## src/rtl/hop_pkg.sv

```systemverilog
`default_nettype none
// ---- hop_pkg : shared state encoding and LFSR constants for the hop lane checker (rev 1.0) ----
package hop_pkg;

  typedef enum logic [1:0] {
    ST_IDLE  = 2'd0,
    ST_SEND  = 2'd1,
    ST_DRAIN = 2'd2,
    ST_DONE  = 2'd3
  } hop_state_e;

  localparam logic [15:0] LFSR_SEED = 16'hACE1;
  // Right-shifting Fibonacci form: taps 16,14,13,11 land on bits 0,2,3,5.
  localparam logic [15:0] LFSR_TAPS = 16'h002D;

  function automatic logic [15:0] lfsr_next(input logic [15:0] v);
    return {^(v & LFSR_TAPS), v[15:1]};
  endfunction

endpackage
`default_nettype wire

```

## src/rtl/hop_lfsr16.sv

```systemverilog
`default_nettype none
// ---- hop_lfsr16 : 16-bit Fibonacci LFSR with reseed and single-step controls (rev 1.0) ----
module hop_lfsr16
  import hop_pkg::*;
(
  input  logic        clock0,
  input  logic        rst1,
  input  logic        load,
  input  logic        step,
  output logic [15:0] value
);

  logic [15:0] value_q;
  logic [15:0] value_d;

  always_comb begin
    value_d = value_q;
    if (load) begin
      value_d = LFSR_SEED;
    end else if (step) begin
      value_d = lfsr_next(value_q);
    end
  end

  always_ff @(posedge clock0 or posedge rst1) begin
    if (rst1) begin
      value_q <= LFSR_SEED;
    end else begin
      value_q <= value_d;
    end
  end

  assign value = value_q;

endmodule
`default_nettype wire

```

## config.mk

```make
export PLATFORM = sky130hd
export DESIGN_NAME = hop_lfsr16
export DESIGN_NICKNAME = d
export VERILOG_FILES = /design/src/rtl/hop_pkg.sv /design/src/rtl/hop_lfsr16.sv
export SDC_FILE = /design/constraint.sdc
export NUM_CORES = 1
export LEC_CHECK = 0
export CAP_MARGIN = 15
export CORE_UTILIZATION = 47
export CTS_BUF_LIST = sky130_fd_sc_hd__clkbuf_8
export DETAILED_ROUTE_END_ITERATION = 12
export PLACE_DENSITY = 0.84
export SETUP_SLACK_MARGIN = 0.15
export SYNTH_ARGS = -nofsm -noshare
export SYNTH_HDL_FRONTEND = slang
export SYNTH_SLANG_ARGS = --single-unit
```

## constraint.sdc

```tcl
create_clock -name clock0 -period 1.35 [get_ports clock0]
set_input_delay 0.27 -clock clock0 [delete_from_list [all_inputs] [get_ports clock0]]
set_output_delay 0.27 -clock clock0 [all_outputs]
set_load 0.01 [all_outputs]
```

==> summary.md, run 1 <==
| Metric | Value |
|---|---|
| Crit-path cells | buf_2 |
| Rel. slew slack | 0.843 |
| Least-Margin Pin Slew | approximately 0.24 ns |
| Final #Nets | 94 |
| Routed via count | just over 500 |
| Final worst-path cycle share | 0.872 |
| CTS Buf Count | 3 |
| Total track usage | 0.222 |
| Mapped Area | approximately 700 sq um |
| Synth Area per Inst | approximately 12 sq um |
| Pleak | between 0.5 and 0.6 nW |
| VDD IR max | between 0.0008 and 0.0009 V |
| Sw frac | 0.235 |
| DR iter-0 viols | 13 |
| Final Util | 0.771 |
| Flop and latch count out of synthesis | 16 |
| Critical path peak fanout | 3 |
| Rows | 13 |
| Leading area contributor after synthesis | dfstp_2 |
| Gp weighted congestion | slightly below 0.7 |
| CTS clk-pin slew, worst paths | roughly 0.060 ns |
| Crit path max-delay cell type | dfstp_2 |
| Fmax | roughly 850 MHz |
| Initial antenna violation count | 0 |
| Reg2reg setup slack | 0.18 ns |
| Horiz. Die Dim | a little over 40 microns |
| Number of routed nets with antenna violations | 0 |
| TritonCTS clock tree | yes |
| Fill cell count | 89 |
| Worst Reg-to-Reg Cells | 4 |
| Post-route DRC | 0 |
| Final hold vios | 0 |
| Final Total Pwr | 1.16 mW |
| Design area | between 0.001 and 0.0015 sq mm |
| Clk_lat worst skew | around 0.24 ns |
| # IOs | 20 |
| Pint | just under 0.9 mW |
| Synth warn | 0 |
| Critical R2R Capture | value[15]$_DFFE_PP1P_ |
| Synth Instances | 56 |
| Crit end category | output pin |
| Post-Syn Nets | 60 |
| Post-DP HPWL | ~900 microns |
| Commonest non-fill, non-tap cell in the layout | mux2i_1 |
| First-pass iteration count of the detailed router | 4 |
| Max reg flops | 16 |
| Crit path largest cell delay | between 0.5 and 0.6 ns |
| Final setup fails | 0 |
| Most frequent cells in the layout | mux2i_1, buf_4, nor2_1, dfstp_2, dfrtp_1 |
| First-pass GRT wire length | about 2.3 mm |
| Clock Power Share | 0.357 |
| Maximum number of pins on one net before global-route repair | 18 |
| Yosys top cell area share | 0.303 |
| Crit path arrival time | 0.91 ns |
| WP data required | ~1.1 ns |
| DR WL/cell | between 10 and 15 microns |
| Crit path max-delay family | flip-flops |
| Cell Area, Placed | ~940 sq um |
| CTS Root Buffer Type | clkbuf_8 |
| Max_cap viols | 0 |
| Final min period | between 1 and 1.5 ns |
| Vias in the first global route | between 500 and 600 |
| Distinct cells, synth | 12 |
| Layout area overhead | 48.4% |
| RSZ-0062 raised after global routing | yes |
| Via density | about 4.9 |
| CORE AREA | 0.00133 sq mm |
| Final WL | approximately 1.5 mm |
| Total die area | between 0.0015 and 0.002 sq mm |
| H-tree levels | 1 |
| Sequential Power Share | 0.469 |
| Pwr dens | 1130 mW/mm^2 |
| Crit path buffers/inverters | 1 |
| Starting density of the core | 0.520 |
| Logic pwr share | 0.174 |
| Startpoint Class | flip-flop |
| Reported net switching power | roughly 0.27 mW |
| N_diodes | 0 |
| Clock Skew | 0.000829 ns |
| Reg2reg start | value[0]$_DFFE_PP1P_ |
| Clk sinks | 16 |
| Status | finished clean |
| Die height | 40.4 microns |
| Post-synthesis sequential area ratio | 0.592 |
| Slew Viols, Final | 0 |
| Crit Path Category | reg -> out |
| Share of cells above drive strength 1 | 0.393 |
| Synth top area cells | dfstp_2, dfrtp_1, mux2i_1, nor2_1, nand2_1 |
| PortBufs | 19 |
| Grt ovf | 0 |
| Buffer depth of the longest clock path | 2 |
| Hold crit path type | in -> async |
[Yosys cell counts (all sizes together)]
cell     n
mux2i   15
nor3     1
nor2     8
a31oi    1
dfstp    8
xnor2    3
buf      2
dfrtp    8
nand2    7
inv      2
clkbuf   1
[stage by stage]
step	setup WS (ns)	cells	TNS, ns	hold slack, ns
2_1_floorplan	0.353	56	0	0.178
3_3_place_gp	0.0215	94	0	0.516
3_5_place_dp	-0.0161	94	-0.0312	0.520
4_1_cts	0.0122	103	0	0.320
5_1_grt	0.100	104	0	0.377
6_report	0.173	104	0	0.321
[per-layer routing]
layer | up-vias | track usage | share of wire
met2 | 13 | 0.361 | 0.51
li1 | 249 | - | -
met4 | 0 | 0.100 | 0.0033
met1 | 247 | 0.279 | 0.47
met5 | - | 0 | 0
met3 | 2 | 0.0500 | 0.023
[worst max path at each step]
stage	startpoint	endpoint	depth (start not counted)	slack (ns)
2_1_floorplan	value[5]$_DFFE_PP1P_	value[15]$_DFFE_PP1P_	3	0.35
3_3_place_gp	step	value[3]$_DFFE_PP0P_	4	0.02
3_5_place_dp	step	value[3]$_DFFE_PP0P_	4	-0.02
4_1_cts	value[7]$_DFFE_PP1P_	value[7]	1	0.01
5_1_grt	value[0]$_DFFE_PP1P_	value[15]$_DFFE_PP1P_	4	0.10
6_report	value[10]$_DFFE_PP1P_	value[10]	1	0.17
[layout make-up]
type,count,area [sq um],area share
clock buffer,4,55.1,0.0535
inverter,2,7.51,0.00730
multi-input combinational,35,259,0.252
sequential,16,410,0.399
tap,15,18.8,0.0182
timing repair buffer,32,278,0.270
[power by group through the flow]
| stage | clock (mW) | combinational (mW) | sequential (mW) |
|---|---|---|---|
| floorplan | 0 | 0.0817 | 0.568 |
| global placement | 0 | 0.190 | 0.552 |
| detailed placement | 0 | 0.194 | 0.554 |
| CTS | 0.428 | 0.184 | 0.544 |
| global route | 0.450 | 0.223 | 0.550 |
| finish | 0.416 | 0.202 | 0.546 |
[logic make-up (layout without fill, tap and decap cells)]
kind of cell | count (synthesis) | after routing | share of synthesized area
buffers and inverters | 5 | 38 | 0.0559
AOI/OAI and AO/OA | 1 | 1 | 0.00903
xor gates and xnor gates | 3 | 3 | 0.0379
and+or+nand+nor | 16 | 16 | 0.0884
muxes | 15 | 15 | 0.217
DFF | 16 | 16 | 0.592
[repair_timing]
action / in CTS / in global routing
pin swaps: 0 / 2
hold buffers: 0 / 0
setup buffers: 5 / 1
resized for setup: 41 / 11
endpoints found under the setup margin: 16 / 7
No activity file was read; power rests on OpenSTA's default activity.
==> inputs of run 2 (changes only) <==
GPL_ROUTABILITY_DRIVEN = 0   (was unset)
==> results of run 2 <==
The final DEF is identical to that of run 1; final timing and power are the same.
